[src/rtl/queue_pkg.sv]
// Shared types and default sizing for the queue controller.
// Stats outputs (servedCount, peakCount) exist only with QUEUE_STATS_EN.
package queue_pkg;

    localparam int DEF_MAX_PEOPLE  = 7;
    localparam int DEF_MAX_TELLERS = 3;
    localparam int DEF_SERVICE_T   = 3;

    typedef enum logic [1:0] {
        EMPTY,
        PARTIAL,
        FULL
    } q_state_t;

endpackage

[src/rtl/queue_if.sv]
// Sensor, teller and status bundle between the queue controller and its user.
// Stats signals are present only with QUEUE_STATS_EN.
interface queue_if
    import queue_pkg::*;
#(
    parameter int MAX_PEOPLE  = DEF_MAX_PEOPLE,
    parameter int MAX_TELLERS = DEF_MAX_TELLERS,
    parameter int SERVICE_T   = DEF_SERVICE_T
);
    localparam int PW = $clog2(MAX_PEOPLE + 1);
    localparam int TW = $clog2(MAX_TELLERS + 1);
    localparam int WW = $clog2(SERVICE_T * MAX_PEOPLE + 1);

    logic          upSignal;
    logic          downSignal;
    logic [TW-1:0] Tcount;
    logic [PW-1:0] Pcount;
    logic [WW-1:0] Wtime;
    logic          fullFlag;
    logic          emptyFlag;
    logic          ovfErr;
    logic          udfErr;
    logic          tellerErr;
`ifdef QUEUE_STATS_EN
    logic [15:0]   servedCount;
    logic [PW-1:0] peakCount;

    modport master (
        output upSignal, downSignal, Tcount,
        input  Pcount, Wtime, fullFlag, emptyFlag,
        input  ovfErr, udfErr, tellerErr,
        input  servedCount, peakCount
    );
    modport slave (
        input  upSignal, downSignal, Tcount,
        output Pcount, Wtime, fullFlag, emptyFlag,
        output ovfErr, udfErr, tellerErr,
        output servedCount, peakCount
    );
`else
    modport master (
        output upSignal, downSignal, Tcount,
        input  Pcount, Wtime, fullFlag, emptyFlag,
        input  ovfErr, udfErr, tellerErr
    );
    modport slave (
        input  upSignal, downSignal, Tcount,
        output Pcount, Wtime, fullFlag, emptyFlag,
        output ovfErr, udfErr, tellerErr
    );
`endif

endinterface

[src/rtl/sensor_edge.sv]
// Two-flop synchronizer plus registered rising-edge detector.
// A level already high when reset releases never produces a pulse.
module sensor_edge (
    input  logic clk,
    input  logic rst_n,
    input  logic din,
    output logic pulse
);

    logic       s1;
    logic       s2;
    logic       prev;
    logic [2:0] arm;

    // arm fills only once s2/prev hold real samples of din
    always_ff @(posedge clk or negedge rst_n) begin
        if (!rst_n) begin
            s1    <= 1'b0;
            s2    <= 1'b0;
            prev  <= 1'b0;
            arm   <= '0;
            pulse <= 1'b0;
        end else begin
            s1    <= din;
            s2    <= s1;
            prev  <= s2;
            arm   <= {arm[1:0], 1'b1};
            pulse <= s2 & ~prev & arm[2];
        end
    end

endmodule

[src/rtl/queue_ctrl.sv]
// Bank-queue occupancy counter with waiting-time estimate and error flags.
// Define QUEUE_STATS_EN to add servedCount and peakCount outputs.
module queue_ctrl
    import queue_pkg::*;
#(
    parameter int MAX_PEOPLE  = DEF_MAX_PEOPLE,
    parameter int MAX_TELLERS = DEF_MAX_TELLERS,
    parameter int SERVICE_T   = DEF_SERVICE_T
) (
    input logic   clk,
    input logic   reset,
    queue_if.slave q
);

    localparam int PW = $clog2(MAX_PEOPLE + 1);
    localparam int TW = $clog2(MAX_TELLERS + 1);
    localparam int WW = $clog2(SERVICE_T * MAX_PEOPLE + 1);
    localparam int CW = PW + TW + 4 + $clog2(SERVICE_T + 1);

    localparam logic [PW-1:0] P_ONE  = PW'(1);
    localparam logic [PW-1:0] P_LAST = PW'(MAX_PEOPLE - 1);

    function automatic logic [WW-1:0] wait_calc(
        input logic [PW-1:0] p,
        input logic [TW-1:0] t
    );
        logic [CW-1:0] num;
        logic [CW-1:0] den;
        logic [WW-1:0] res;
        res = '0;
        if (p != '0) begin
            den = CW'(t);
            num = CW'(SERVICE_T) * (CW'(p) + den - CW'(1));
            res = WW'(num / den);
        end
        return res;
    endfunction

    // async assert, clk-synchronous release
    logic rst_m;
    logic rst_n_i;

    always_ff @(posedge clk or negedge reset) begin
        if (!reset) begin
            rst_m   <= 1'b0;
            rst_n_i <= 1'b0;
        end else begin
            rst_m   <= 1'b1;
            rst_n_i <= rst_m;
        end
    end

    logic up_ev;
    logic dn_ev;

    sensor_edge u_up (
        .clk   (clk),
        .rst_n (rst_n_i),
        .din   (q.upSignal),
        .pulse (up_ev)
    );

    sensor_edge u_dn (
        .clk   (clk),
        .rst_n (rst_n_i),
        .din   (q.downSignal),
        .pulse (dn_ev)
    );

    logic arr;
    logic dep;
    logic terr_c;
    logic [TW-1:0] teff;

    assign arr    = up_ev & ~dn_ev;
    assign dep    = dn_ev & ~up_ev;
    assign terr_c = (q.Tcount == '0) ||
                    (int'(q.Tcount) > MAX_TELLERS);
    assign teff   = terr_c ? TW'(1) : q.Tcount;

    q_state_t      state_q;
    q_state_t      state_d;
    logic [PW-1:0] pcount_q;
    logic [PW-1:0] pcount_d;
    logic          ovf_set;
    logic          udf_set;

    always_ff @(posedge clk or negedge rst_n_i) begin
        if (!rst_n_i) begin
            state_q  <= EMPTY;
            pcount_q <= '0;
        end else begin
            state_q  <= state_d;
            pcount_q <= pcount_d;
        end
    end

    always_comb begin
        state_d  = state_q;
        pcount_d = pcount_q;
        ovf_set  = 1'b0;
        udf_set  = 1'b0;
        unique case (state_q)
            EMPTY: begin
                if (arr) begin
                    pcount_d = pcount_q + 1'b1;
                    state_d  = (MAX_PEOPLE == 1) ? FULL : PARTIAL;
                end else if (dep) begin
                    udf_set = 1'b1;
                end
            end
            PARTIAL: begin
                if (arr) begin
                    pcount_d = pcount_q + 1'b1;
                    state_d  = (pcount_q == P_LAST) ? FULL : PARTIAL;
                end else if (dep) begin
                    pcount_d = pcount_q - 1'b1;
                    state_d  = (pcount_q == P_ONE) ? EMPTY : PARTIAL;
                end
            end
            FULL: begin
                if (arr) begin
                    ovf_set = 1'b1;
                end else if (dep) begin
                    pcount_d = pcount_q - 1'b1;
                    state_d  = (pcount_q == P_ONE) ? EMPTY : PARTIAL;
                end
            end
            default: begin
                state_d  = EMPTY;
                pcount_d = '0;
            end
        endcase
    end

    logic [WW-1:0] wtime_q;
    logic          full_q;
    logic          empty_q;
    logic          ovf_q;
    logic          udf_q;
    logic          terr_q;

    // derived outputs trail pcount/Tcount by one cycle
    always_ff @(posedge clk or negedge rst_n_i) begin
        if (!rst_n_i) begin
            wtime_q <= '0;
            full_q  <= 1'b0;
            empty_q <= 1'b1;
            ovf_q   <= 1'b0;
            udf_q   <= 1'b0;
            terr_q  <= 1'b0;
        end else begin
            wtime_q <= wait_calc(pcount_q, teff);
            full_q  <= (state_q == FULL);
            empty_q <= (state_q == EMPTY);
            ovf_q   <= ovf_q | ovf_set;
            udf_q   <= udf_q | udf_set;
            terr_q  <= terr_c;
        end
    end

    assign q.Pcount    = pcount_q;
    assign q.Wtime     = wtime_q;
    assign q.fullFlag  = full_q;
    assign q.emptyFlag = empty_q;
    assign q.ovfErr    = ovf_q;
    assign q.udfErr    = udf_q;
    assign q.tellerErr = terr_q;

`ifdef QUEUE_STATS_EN
    logic [15:0]   served_q;
    logic [PW-1:0] peak_q;

    always_ff @(posedge clk or negedge rst_n_i) begin
        if (!rst_n_i) begin
            served_q <= '0;
            peak_q   <= '0;
        end else begin
            if (dep && state_q != EMPTY) begin
                served_q <= served_q + 16'd1;
            end
            if (pcount_q > peak_q) begin
                peak_q <= pcount_q;
            end
        end
    end

    assign q.servedCount = served_q;
    assign q.peakCount   = peak_q;
`endif

endmodule

[src/flat_wrapper.sv]
// flat-port wrapper written by rule: the top's interface ports become plain ports
module queue_ctrl_flat import queue_pkg::*;
#(
    parameter int MAX_PEOPLE  = DEF_MAX_PEOPLE,
    parameter int MAX_TELLERS = DEF_MAX_TELLERS,
    parameter int SERVICE_T   = DEF_SERVICE_T
)
  (clk, reset, q_upSignal, q_downSignal, q_Tcount, q_Pcount, q_Wtime, q_fullFlag, q_emptyFlag, q_ovfErr, q_udfErr, q_tellerErr);
  queue_if #(.MAX_PEOPLE(MAX_PEOPLE), .MAX_TELLERS(MAX_TELLERS), .SERVICE_T(SERVICE_T)) q_i ();
  input logic clk;
  input logic reset;
  input wire logic [$bits(q_i.upSignal)-1:0] q_upSignal;
  input wire logic [$bits(q_i.downSignal)-1:0] q_downSignal;
  input wire logic [$bits(q_i.Tcount)-1:0] q_Tcount;
  output wire logic [$bits(q_i.Pcount)-1:0] q_Pcount;
  output wire logic [$bits(q_i.Wtime)-1:0] q_Wtime;
  output wire logic [$bits(q_i.fullFlag)-1:0] q_fullFlag;
  output wire logic [$bits(q_i.emptyFlag)-1:0] q_emptyFlag;
  output wire logic [$bits(q_i.ovfErr)-1:0] q_ovfErr;
  output wire logic [$bits(q_i.udfErr)-1:0] q_udfErr;
  output wire logic [$bits(q_i.tellerErr)-1:0] q_tellerErr;
  assign q_i.upSignal = q_upSignal;
  assign q_i.downSignal = q_downSignal;
  assign q_i.Tcount = q_Tcount;
  assign q_Pcount = q_i.Pcount;
  assign q_Wtime = q_i.Wtime;
  assign q_fullFlag = q_i.fullFlag;
  assign q_emptyFlag = q_i.emptyFlag;
  assign q_ovfErr = q_i.ovfErr;
  assign q_udfErr = q_i.udfErr;
  assign q_tellerErr = q_i.tellerErr;
  queue_ctrl #(.MAX_PEOPLE(MAX_PEOPLE), .MAX_TELLERS(MAX_TELLERS), .SERVICE_T(SERVICE_T)) u_core (.clk(clk), .reset(reset), .q(q_i));
endmodule
[config.mk]
export PLATFORM = sky130hd
export DESIGN_NAME = queue_ctrl_flat
export DESIGN_NICKNAME = d
export VERILOG_FILES = /design/src/rtl/queue_pkg.sv /design/src/rtl/queue_if.sv /design/src/rtl/sensor_edge.sv /design/src/rtl/queue_ctrl.sv /design/src/flat_wrapper.sv
export SDC_FILE = /design/constraint.sdc
export NUM_CORES = 1
export LEC_CHECK = 0
export ABC_AREA = 0
export BUFFER_PORTS_ARGS = -buffer_cell sky130_fd_sc_hd__buf_2
export CELL_PAD_IN_SITES_DETAIL_PLACEMENT = 0
export CELL_PAD_IN_SITES_GLOBAL_PLACEMENT = 2
export CORE_MARGIN = 5
export CORE_UTILIZATION = 38
export DETAILED_ROUTE_END_ITERATION = 10
export PLACE_DENSITY = 0.78
export REMOVE_ABC_BUFFERS = 1
export SLEW_MARGIN = 10
export SYNTH_ARGS = -nofsm -noshare
export SYNTH_HDL_FRONTEND = slang
export SYNTH_SLANG_ARGS = --single-unit
[constraint.sdc]
create_clock -name clk -period 1.3 [get_ports clk]
set_clock_uncertainty 0.1 [all_clocks]
set_input_delay 0.26 -clock clk [delete_from_list [all_inputs] [get_ports clk]]
set_output_delay 0.26 -clock clk [all_outputs]
set_load 0.02 [all_outputs]
==> flow_summary.json <==
{
  "dr.pass1.iters": 4,
  "cts-root-buf": "clkbuf_8",
  "status": "finished with violations",
  "die_h_um": 109,
  "num_antenna_cells": 0,
  "grt_use_total_pct": 22.9,
  "syn_area_um2": 3750,
  "end_kind": "flop",
  "num_rows": 36,
  "crit_path_max_fanout": 3,
  "first_iter_violations": 183,
  "drive_above_1_share_pct": 55.1,
  "syn_inst": 488,
  "dp.cells": 832,
  "crit_buf_inv": 5,
  "gp_congestion": 0.908,
  "drt_drc_violations_left": 0,
  "cap_violations": 0,
  "criticalPathCategory": "reg -> reg",
  "antenna_found_initial": 0,
  "vias": 4840,
  "h-tree-depth": 1,
  "io_buffers": 18,
  "max_freq_mhz": 70.5,
  "area_growth_pct": 82.9,
  "startpoint_type": "flop",
  "min_period_ns": 14.18,
  "critPathRequiredTime_ns": 1.33,
  "clockBufferDepth": 2,
  "clock_sinks": 28,
  "arrival_ns": 14.21,
  "final_core_util_pct": 70.8,
  "dieArea_um2": 12000,
  "grt_pass1_vias": 4908,
  "hpwl_um": 9810,
  "crit_slowest_cell": "dfrtp_1",
  "fin_cells": 913,
  "critical_path.top_delay_family": "simple AND/OR/NAND/NOR gates",
  "wl_per_cell_um": 15.2,
  "grt_pass1_wl_um": 22500,
  "cts_buffers": 3,
  "ant_nets": 0,
  "synth_edf_count": 0,
  "cts_tree": "built",
  "violations": "setup timing",
  "fin_ws_ns": -12.88,
  "setup_viol": 13,
  "worst_pin_slew_ns": 0.686,
  "die_x_um": 109,
  "timing.final.crit_share_pct": 1090,
  "boundaryPins": 19,
  "ys_async_sr_fraction_pct": 100,
  "clkTransAtPathRegs_ns": 0.10,
  "seq_area_frac_synth_pct": 18.7,
  "finalHoldViolations": 0,
  "postRouteWirelength_um": 13900,
  "drv_slew": 0,
  "clk_latency_ns": 0.27,
  "overflow": 0,
  "grt_max_degree": 27,
  "core_um2": 9680,
  "yosysWarnings": 0,
  "via_per_inst": 5.30,
  "avgSynthCellArea_um2": 7.69,
  "synth-seq-cells": 28,
  "yosysUniqueCellTypes": 89,
  "synth-main-ff-cell": "dfrtp_1",
  "start_util_pct": 38.7,
  "timing.hold.ws_ns": 0.0334,
  "critPathMaxStageDelay_ns": 0.44,
  "worstHoldPathType": "in -> reg",
  "max-slew-margin-rel_pct": 53.5,
  "critPathMostFrequentCell": "ha_4",
  "rsz0062_at_grt": "true",
  "layout.nets": 825
}
-- worst paths after layout --
kind | start | end | slack, ns | cells after the start
worst max-delay path | u_core.q.Pcount[0]$_DFFE_PN0P_ | u_core.q.Wtime[0]$_DFF_PN0_ | -12.88 | 76
worst min-delay path | q_Tcount[0] | u_core.q.tellerErr$_DFF_PN0_ | 0.03 | 2
worst max register to register | u_core.q.Pcount[0]$_DFFE_PN0P_ | u_core.q.Wtime[0]$_DFF_PN0_ | -12.88 | 76
worst min register to register | u_core.rst_n_i$_DFF_PN0_ | u_core.q.ovfErr$_DFF_PN0_ | 0.13 | 1
max in group asynchronous | u_core.rst_n_i$_DFF_PN0_ | u_core.q.emptyFlag$_DFF_PN1_ | 0.66 | 1
min in group asynchronous | u_core.rst_n_i$_DFF_PN0_ | u_core.q.ovfErr$_DFF_PN0_ | 0.13 | 1
-- per-stage QoR --
stage / cell area (um^2) / setup WS (ns) / TNS [ns]
floorplan: 3680 / -15.66 / -66.88
global placement: 5480 / -13.93 / -58.92
detailed placement: 5480 / -14.40 / -60.98
CTS: 6530 / -12.77 / -55.30
global route: 6860 / -13.60 / -58.12
finish: 6860 / -12.88 / -54.57
-- synthesized netlist by cell type, drive strengths merged, types with 4 or more instances --
cell type / number / area share, %
or3: 9 / 1.5
a31oi: 9 / 1.7
nand4: 4 / 0.67
o22ai: 7 / 1.2
and2: 7 / 1.2
or4: 4 / 0.90
nor4: 4 / 1.1
a211o: 4 / 0.93
nor2b: 9 / 1.5
xnor2: 10 / 2.3
dfrtp: 27 / 18
a211oi: 8 / 1.7
buf: 7 / 1.3
o211ai: 4 / 0.80
nand3: 11 / 1.5
nand2b: 9 / 1.5
nor2: 58 / 5.9
o21bai: 4 / 0.80
inv: 27 / 2.7
nand2: 42 / 4.2
nor3: 13 / 1.9
or2: 11 / 1.8
a21o: 6 / 1.2
mux2i: 6 / 1.6
ha: 37 / 12
clkbuf: 7 / 0.73
o21ai: 30 / 4.2
o31ai: 5 / 1.0
a21oi: 37 / 5.0
o21a: 13 / 2.6
-- cells by family after synthesis --
| family | after synthesis | share of synthesized area, % |
|---|---|---|
| AND/OR/NAND/NOR | 195 | 26.8 |
| AO/OA/AOI/OAI | 163 | 31.3 |
| buffers and inverters | 42 | 4.87 |
| adder cells (fa/ha/maj) | 39 | 13.1 |
| flip-flops | 28 | 18.7 |
| XOR/XNOR | 12 | 2.80 |
| multiplexers | 8 | 2.30 |
| other | 1 | 0.100 |
-- per-layer routing --
layer	global-route usage [%]	up-vias	wire length, um
li1	-	2403	-
met5	0	-	0
met3	0.763	34	289
met4	7.03	0	450
met2	43.1	93	7120
met1	27.9	2310	6010
-- area by class of cell --
| cell class | instances | area (um^2) |
|---|---|---|
| Inverter | 28 | 115 |
| Timing Repair Buffer | 301 | 2310 |
| Fill cell | 748 | 2830 |
| Sequential cell | 28 | 702 |
| Tap cell | 133 | 166 |
| Multi-Input combinational cell | 419 | 3510 |
| Clock buffer | 4 | 55.1 |
-- flip-flops by register name (all words and copies together), names as in the netlist --
signal and flops:
u_core.q.Wtime 5, u_core.q.Pcount 3, u_core.state_q 2, u_core.u_up.arm 2, u_core.q.emptyFlag 1, u_core.q.fullFlag 1
u_core.q.ovfErr 1, u_core.q.tellerErr 1, u_core.q.udfErr 1, u_core.rst_m 1, u_core.rst_n_i 1, u_core.u_dn.arm 1
u_core.u_dn.prev 1, u_core.u_dn.pulse 1, u_core.u_dn.s1 1, u_core.u_dn.s2 1, u_core.u_up.prev 1, u_core.u_up.pulse 1
u_core.u_up.s1 1, u_core.u_up.s2 1
-- cell usage in the layout (no fill, tap or decap), drive strengths merged, types with 10 or more instances in the layout --
cell and count:
a21oi 37, buf 298, dfrtp 27, ha 37
inv 28, nand2 42, nand3 11, nor2 58
nor3 13, o21a 13, o21ai 30, or2 11
xnor2 10
-- worst register-to-register path, delay by kind of cell (launching register included) --
| kind | cells | cell delay, ns |
|---|---|---|
| AO/OA/AOI/OAI | 27 | 4.26 |
| buffers and inverters | 5 | 0.37 |
| adder cells (fa/ha/maj) | 15 | 3.57 |
| flip-flops | 1 | 0.44 |
| AND/OR/NAND/NOR | 24 | 4.33 |
| multiplexers | 5 | 0.97 |
-- repair_timing --
item                                   CTS  global route
resized for setup                      108            62
pin swaps                               58            54
hold buffers                             1             2
setup endpoints to repair               13            14
endpoints found under the hold margin    2             2
buffers inserted                        67            20
Power is left out: the tool's default activity adds up to more than one toggle a clock period on the data nets, which glitch-free logic cannot reach.
